[src/rtl/systolic_job_scheduler_if.sv]
// Request, response and array-side signal bundle of the systolic job scheduler.
// slave = scheduler side, master = requesters plus array side.
interface systolic_job_scheduler_if #(
  parameter int unsigned DATA_WIDTH = 4,
  parameter int unsigned ACC_WIDTH  = 9
);
  localparam int unsigned OP_W  = 4 * DATA_WIDTH;
  localparam int unsigned RES_W = 4 * ACC_WIDTH;

  logic [1:0]       req_valid;
  logic [1:0]       req_ready;
  logic [OP_W-1:0]  req_a0;
  logic [OP_W-1:0]  req_a1;
  logic [OP_W-1:0]  req_b0;
  logic [OP_W-1:0]  req_b1;
  logic             rsp_valid;
  logic             rsp_ready;
  logic             rsp_id;
  logic [RES_W-1:0] rsp_c;
  logic             rsp_err;
  logic             arr_rstn;
  logic             arr_in_valid;
  logic [OP_W-1:0]  arr_a;
  logic [OP_W-1:0]  arr_b;
  logic             arr_out_valid;
  logic [RES_W-1:0] arr_c;

  modport slave (
    input  req_valid, req_a0, req_a1, req_b0, req_b1, rsp_ready, arr_out_valid, arr_c,
    output req_ready, rsp_valid, rsp_id, rsp_c, rsp_err, arr_rstn, arr_in_valid, arr_a, arr_b
  );

  modport master (
    output req_valid, req_a0, req_a1, req_b0, req_b1, rsp_ready, arr_out_valid, arr_c,
    input  req_ready, rsp_valid, rsp_id, rsp_c, rsp_err, arr_rstn, arr_in_valid, arr_a, arr_b
  );
endinterface

[src/rtl/systolic_job_scheduler.sv]
// Round-robin two-requester job scheduler feeding a 2x2 systolic array.
// Optional RUN timeout abort is enabled with `define SCHED_TIMEOUT_EN.
module systolic_job_scheduler #(
  parameter int unsigned DATA_WIDTH     = 4,
  parameter int unsigned ACC_WIDTH      = 9,
  parameter int unsigned TIMEOUT_CYCLES = 16
) (
  input  logic                    clk,
  input  logic                    rst,
  systolic_job_scheduler_if.slave bus
);
  localparam int unsigned OP_W  = 4 * DATA_WIDTH;
  localparam int unsigned RES_W = 4 * ACC_WIDTH;
  localparam int unsigned CNT_W = $clog2(TIMEOUT_CYCLES + 1);

  typedef enum logic [1:0] {IDLE, FLUSH, RUN, RESP} state_t;

  state_t           state;
  state_t           state_next;
  logic             rr_last;
  logic [CNT_W-1:0] run_cnt;
  logic             grant_c;
  logic             accept_c;
  logic             timeout_c;
  logic [OP_W-1:0]  a_sel_c;
  logic [OP_W-1:0]  b_sel_c;

  // Sole valid requester wins; on contention the one not served last.
  assign grant_c = bus.req_valid[1] & (~bus.req_valid[0] | ~rr_last);
  assign a_sel_c = grant_c ? bus.req_a1 : bus.req_a0;
  assign b_sel_c = grant_c ? bus.req_b1 : bus.req_b0;

  assign bus.arr_rstn = ~(rst | (state == FLUSH));

  always_ff @(posedge clk) begin
    if (rst) state <= IDLE;
    else     state <= state_next;
  end

  always_comb begin
    state_next    = state;
    accept_c      = 1'b0;
    timeout_c     = 1'b0;
    bus.req_ready = 2'b00;
    case (state)
      IDLE: begin
        if (!rst && (bus.req_valid != 2'b00)) begin
          bus.req_ready = grant_c ? 2'b10 : 2'b01;
          accept_c      = 1'b1;
          state_next    = FLUSH;
        end
      end
      FLUSH: state_next = RUN;
      RUN: begin
`ifdef SCHED_TIMEOUT_EN
        timeout_c = (run_cnt >= CNT_W'(TIMEOUT_CYCLES - 1));
`else
        timeout_c = 1'b0;
`endif
        if (bus.arr_out_valid || timeout_c) state_next = RESP;
      end
      RESP: begin
        if (bus.rsp_ready) state_next = IDLE;
      end
      default: state_next = IDLE;
    endcase
  end

  // Job latch, response capture and array drive.
  always_ff @(posedge clk) begin
    if (rst) begin
      rr_last          <= 1'b1;
      run_cnt          <= '0;
      bus.rsp_valid    <= 1'b0;
      bus.rsp_id       <= 1'b0;
      bus.rsp_c        <= '0;
      bus.rsp_err      <= 1'b0;
      bus.arr_in_valid <= 1'b0;
      bus.arr_a        <= '0;
      bus.arr_b        <= '0;
    end else begin
      bus.arr_in_valid <= (state_next == RUN);
      bus.rsp_valid    <= (state_next == RESP);
      if (accept_c) begin
        bus.arr_a  <= a_sel_c;
        bus.arr_b  <= b_sel_c;
        bus.rsp_id <= grant_c;
        rr_last    <= grant_c;
      end
      if (state == FLUSH) begin
        run_cnt <= '0;
      end else if ((state == RUN) && (run_cnt != '1)) begin
        run_cnt <= run_cnt + CNT_W'(1);
      end
      // A real result beats a timeout landing on the same cycle.
      if ((state == RUN) && (state_next == RESP)) begin
        bus.rsp_c   <= bus.arr_out_valid ? bus.arr_c : RES_W'(0);
        bus.rsp_err <= timeout_c & ~bus.arr_out_valid;
      end
    end
  end
endmodule

[src/flat_wrapper.sv]
// flat-port wrapper written by rule: the top's interface ports become plain ports
module systolic_job_scheduler_flat 
#(
  parameter int unsigned DATA_WIDTH     = 4,
  parameter int unsigned ACC_WIDTH      = 9,
  parameter int unsigned TIMEOUT_CYCLES = 16
)
  (clk, rst, bus_req_valid, bus_req_a0, bus_req_a1, bus_req_b0, bus_req_b1, bus_rsp_ready, bus_arr_out_valid, bus_arr_c, bus_req_ready, bus_rsp_valid, bus_rsp_id, bus_rsp_c, bus_rsp_err, bus_arr_rstn, bus_arr_in_valid, bus_arr_a, bus_arr_b);
  systolic_job_scheduler_if #(.DATA_WIDTH(DATA_WIDTH), .ACC_WIDTH(ACC_WIDTH)) bus_i ();
  input  logic clk;
  input  logic rst;
  input wire logic [$bits(bus_i.req_valid)-1:0] bus_req_valid;
  input wire logic [$bits(bus_i.req_a0)-1:0] bus_req_a0;
  input wire logic [$bits(bus_i.req_a1)-1:0] bus_req_a1;
  input wire logic [$bits(bus_i.req_b0)-1:0] bus_req_b0;
  input wire logic [$bits(bus_i.req_b1)-1:0] bus_req_b1;
  input wire logic [$bits(bus_i.rsp_ready)-1:0] bus_rsp_ready;
  input wire logic [$bits(bus_i.arr_out_valid)-1:0] bus_arr_out_valid;
  input wire logic [$bits(bus_i.arr_c)-1:0] bus_arr_c;
  output wire logic [$bits(bus_i.req_ready)-1:0] bus_req_ready;
  output wire logic [$bits(bus_i.rsp_valid)-1:0] bus_rsp_valid;
  output wire logic [$bits(bus_i.rsp_id)-1:0] bus_rsp_id;
  output wire logic [$bits(bus_i.rsp_c)-1:0] bus_rsp_c;
  output wire logic [$bits(bus_i.rsp_err)-1:0] bus_rsp_err;
  output wire logic [$bits(bus_i.arr_rstn)-1:0] bus_arr_rstn;
  output wire logic [$bits(bus_i.arr_in_valid)-1:0] bus_arr_in_valid;
  output wire logic [$bits(bus_i.arr_a)-1:0] bus_arr_a;
  output wire logic [$bits(bus_i.arr_b)-1:0] bus_arr_b;
  assign bus_i.req_valid = bus_req_valid;
  assign bus_i.req_a0 = bus_req_a0;
  assign bus_i.req_a1 = bus_req_a1;
  assign bus_i.req_b0 = bus_req_b0;
  assign bus_i.req_b1 = bus_req_b1;
  assign bus_i.rsp_ready = bus_rsp_ready;
  assign bus_i.arr_out_valid = bus_arr_out_valid;
  assign bus_i.arr_c = bus_arr_c;
  assign bus_req_ready = bus_i.req_ready;
  assign bus_rsp_valid = bus_i.rsp_valid;
  assign bus_rsp_id = bus_i.rsp_id;
  assign bus_rsp_c = bus_i.rsp_c;
  assign bus_rsp_err = bus_i.rsp_err;
  assign bus_arr_rstn = bus_i.arr_rstn;
  assign bus_arr_in_valid = bus_i.arr_in_valid;
  assign bus_arr_a = bus_i.arr_a;
  assign bus_arr_b = bus_i.arr_b;
  systolic_job_scheduler #(.DATA_WIDTH(DATA_WIDTH), .ACC_WIDTH(ACC_WIDTH), .TIMEOUT_CYCLES(TIMEOUT_CYCLES)) u_core (.clk(clk), .rst(rst), .bus(bus_i));
endmodule
[config.mk]
export PLATFORM = sky130hd
export DESIGN_NAME = systolic_job_scheduler_flat
export DESIGN_NICKNAME = d
export VERILOG_FILES = /design/src/rtl/systolic_job_scheduler_if.sv /design/src/rtl/systolic_job_scheduler.sv /design/src/flat_wrapper.sv
export SDC_FILE = /design/constraint.sdc
export NUM_CORES = 1
export LEC_CHECK = 0
export CORE_MARGIN = 4
export CORE_UTILIZATION = 38
export DETAILED_ROUTE_END_ITERATION = 16
export PLACE_DENSITY_LB_ADDON = 0.2
export SLEW_MARGIN = 0
export SYNTH_ARGS = -nofsm -noshare
export SYNTH_HDL_FRONTEND = slang
export SYNTH_SLANG_ARGS = --single-unit
[constraint.sdc]
create_clock -name clk -period 2 [get_ports clk]
set_clock_uncertainty 0.2 [all_clocks]
set_input_delay 0.3 -clock clk [delete_from_list [all_inputs] [get_ports clk]]
set_output_delay 0.3 -clock clk [all_outputs]
set_load 0.01 [all_outputs]
==> impl_metrics.py <==
metrics = {
    "power": {
        "combPwrFrac_pct": 23.2,
        "p_sw_mw": 0.993,
        "p_sw_share_pct": 25.2,
        "p_int_mw": 2.95,
        "vdd_drop_max_uv": 464,
        "p_leak_nw": 1.90,
        "clkPwrFrac_pct": 35.6,
        "cellPowerDensity_nw_per_um2": 738,
        "seq_power_share_pct": 41.2,
    },
    "clock_tree": {
        "postCtsHoldBufs": 0,
        "clock-sinks": 74,
        "cts-buffers-inserted": 9,
        "clk_pin_slew_ns": 0.07,
        "root_buffer": "clkbuf_8",
        "insertion_delay_ns": 0.33,
        "cts-htree-levels": 3,
        "clk_path_buf_depth": 2,
        "cts_tree": "yes",
    },
    "synth": {
        "syn-instance-count": 373,
        "ys_types": 29,
        "ys_seq_elements": 74,
        "syn_area_sq_um": 3210,
        "synth_fp_nets": 479,
        "syn_avg_cell_area_sq_um": 8.59,
        "synth_seq_area_share_pct": 46.2,
        "ys_warn_count": 0,
    },
    "detailed_routing": {
        "drt_iter0_markers": 108,
        "viasPerCell": 4.95,
        "vias": 3260,
        "drt-total-wl_um": 9840,
        "wire_per_inst_um": 14.9,
        "drc": 0,
        "drtAntennaViolNets": 0,
        "drt_first_pass_iters": 4,
    },
    "critical_path": {
        "cp_slowest_cell": "clkdlybuf4s50_1",
        "endpoint_kind": "output port",
        "crit_fanout": 4,
        "cp_num_cells": 5,
        "r2r_cells": 3,
        "start_kind": "input port",
        "ff2ff_setup_slack_ns": 0.21,
        "required_ns": 1.50,
        "crit_chain": "clkdlybuf4s50_1 -> or2_2 -> nand3_2 -> inv_1 -> buf_2",
        "crit_path_max_incr_delay_ns": 0.48,
        "worstPathArrival_ns": 1.41,
        "crit_buf_inv": 3,
        "path_delay_family": "buffers and inverters",
        "path_class": "input port to output port",
    },
    "sta": {
        "slew_headroom_pct": 58.2,
        "fin_ws_ns": 0.0899,
        "final_max_slew_viol_count": 0,
        "worstMarginPinSlew_ns": 0.625,
        "finalCritPeriodShare_pct": 95.5,
        "timing.fmax_ghz": 0.524,
        "hold_viol": 0,
        "rsz0062_at_grt": "no",
        "fin_crit_ns": 1.91,
        "setup-violations-final": 0,
    },
    "global_route": {
        "grt_pass1_vias": 3214,
        "grt_max_degree": 45,
        "grt_remaining_overflow": 0,
        "track_usage_pct": 18.7,
        "grt_first_pass_wirelength_um": 15000,
        "antenna_found_initial": 0,
    },
    "worst_hold_path": {
        "min_path_type": "input port to register",
        "whs_path_depth": 4,
    },
    "layout": {
        "antenna_cells": 0,
        "final_common_cell": "clkdlybuf4s50_1",
        "layout-drive-gt1-share_pct": 13.7,
        "final_cell_mix": "175 x clkdlybuf4s50_1, 138 x nand2_1, 74 x dfxtp_1",
        "n_fill_cell": 680,
        "syn2layout_area_growth_pct": 66.8,
        "final_nets": 655,
        "stdcell_count": 659,
    },
    "place": {
        "portBuffers": 179,
        "gp_congestion": 0.761,
        "pre_cts_ws_ns": -0.427,
        "dp.cells": 641,
        "dp_hpwl_um": 7130,
    },
    "run": {
        "maxCapViolCount": 0,
    },
    "floorplan": {
        "dieArea_sq_um": 9970,
        "die_h_um": 99.8,
        "row_count": 33,
        "core-area_sq_um": 8220,
        "start_util_pct": 39.0,
        "die_w_um": 99.8,
        "ios": 181,
    },
    "status": {
        "status": "finished clean",
    },
}
worst reg2reg max path: stages (launching register included):
cell,delay (ns)
dfxtp_1,0.31
or3_4,0.40
nor2_4,0.52
a311oi_2,0.20
state kept, by name, summed over array words and instances, names as in the netlist:
name	count
u_core.bus.arr_a	16
u_core.bus.arr_b	16
u_core.bus.arr_in_valid	1
u_core.bus.rsp_c	36
u_core.bus.rsp_id	1
u_core.bus.rsp_valid	1
u_core.rr_last	1
u_core.state	2
path summary, 6_finish.rpt:
kind,start,endpoint
max,bus_req_valid[0],bus_req_ready[1]
max reg2reg,u_core.state[0],u_core.bus.arr_b[14]
min,rst,u_core.bus.rsp_id
min reg2reg,u_core.bus.rsp_c[11],u_core.bus.rsp_c[11]
metrics by stage:
| stage | instance area (sq um) | power (mW) | TNS, ns | hold WS (ns) | utilization, % |
|---|---|---|---|---|---|
| floorplan | 3210 | 2.09 | 0 | 0.210 | - |
| global placement | 5090 | 2.56 | -12.58 | 0.241 | 61.9 |
| detailed placement | 5090 | 2.57 | -13.43 | 0.248 | 61.9 |
| CTS | 5350 | 3.98 | 0 | 0.223 | 65.1 |
| global route | 5350 | 4.11 | 0 | 0.275 | 65.1 |
| finish | 5350 | 3.94 | 0 | 0.240 | 65.1 |
metal layers:
layer	wire length, um	up-vias	share of wire, %	GRT usage [%]
li1	-	1626	-	-
met1	3990	1475	40	21.2
met2	4690	134	48	31.3
met3	881	25	9.0	6.53
met4	282	0	2.9	9.14
met5	0	-	0	0
cells in the mapped netlist:
library cell  count  area [sq um]
a311oi_2         30           450
nand2_1         138           518
a21bo_2           1          10.0
nand3_1           1          5.00
buf_2            14          70.1
buf_1             2          7.51
or3_1             1          6.26
clkbuf_1          8          30.0
nand3b_1          1          7.51
inv_1             2          7.51
nor2b_1           2          12.5
or2_2             1          6.26
conb_1            1          3.75
nor2_4            1          11.3
a31oi_1           1          6.26
a211o_1           1          8.76
nor2_1            3          11.3
dfxtp_1          74          1480
a21boi_2          1          11.3
or3_4             1          11.3
o21bai_1          1          7.51
a311oi_1          2          17.5
a21oi_2           2          17.5
and3b_1           1          8.76
o21ai_0           2          10.0
a21oi_1          70           350
buf_6             7          78.8
buf_4             3          22.5
nor3_4            1          16.3
cell type report:
cell class / count / area, sq um / share of cell area (%)
Multi-Input combinational cell: 264 / 1520 / 28.5
Inverter: 2 / 7.51 / 0.140
Clock inverter: 4 / 98.8 / 1.85
Sequential cell: 74 / 1480 / 27.7
Clock buffer: 12 / 145 / 2.71
Tap cell: 105 / 131 / 2.46
Timing Repair Buffer: 198 / 1960 / 36.6
power groups by stage:
| stage | sequential, mW | clock, mW | combinational [mW] |
|---|---|---|---|
| 6_report | 1.62 | 1.40 | 0.917 |
| 3_3_place_gp | 1.65 | 0 | 0.904 |
| 2_1_floorplan | 1.69 | 0 | 0.395 |
| 4_1_cts | 1.63 | 1.43 | 0.926 |
| 3_5_place_dp | 1.66 | 0 | 0.915 |
| 5_1_grt | 1.64 | 1.49 | 0.984 |
logic make-up after synthesis:
family	Yosys count	synth area share [%]
and+or+nand+nor	151	19.2
DFF	74	46.2
AOI/OAI and AO/OA	111	27.8
other	1	0.117
buffers and inverters	36	6.75
repair_timing:
action                                  4_1_cts  5_1_grt
endpoints found under the setup margin       35        1
setup buffers                                 1        0
resized for setup                            11        0
pin swaps                                     2        1
gates cloned                                  1        0
(Power assumes the default switching activity.)
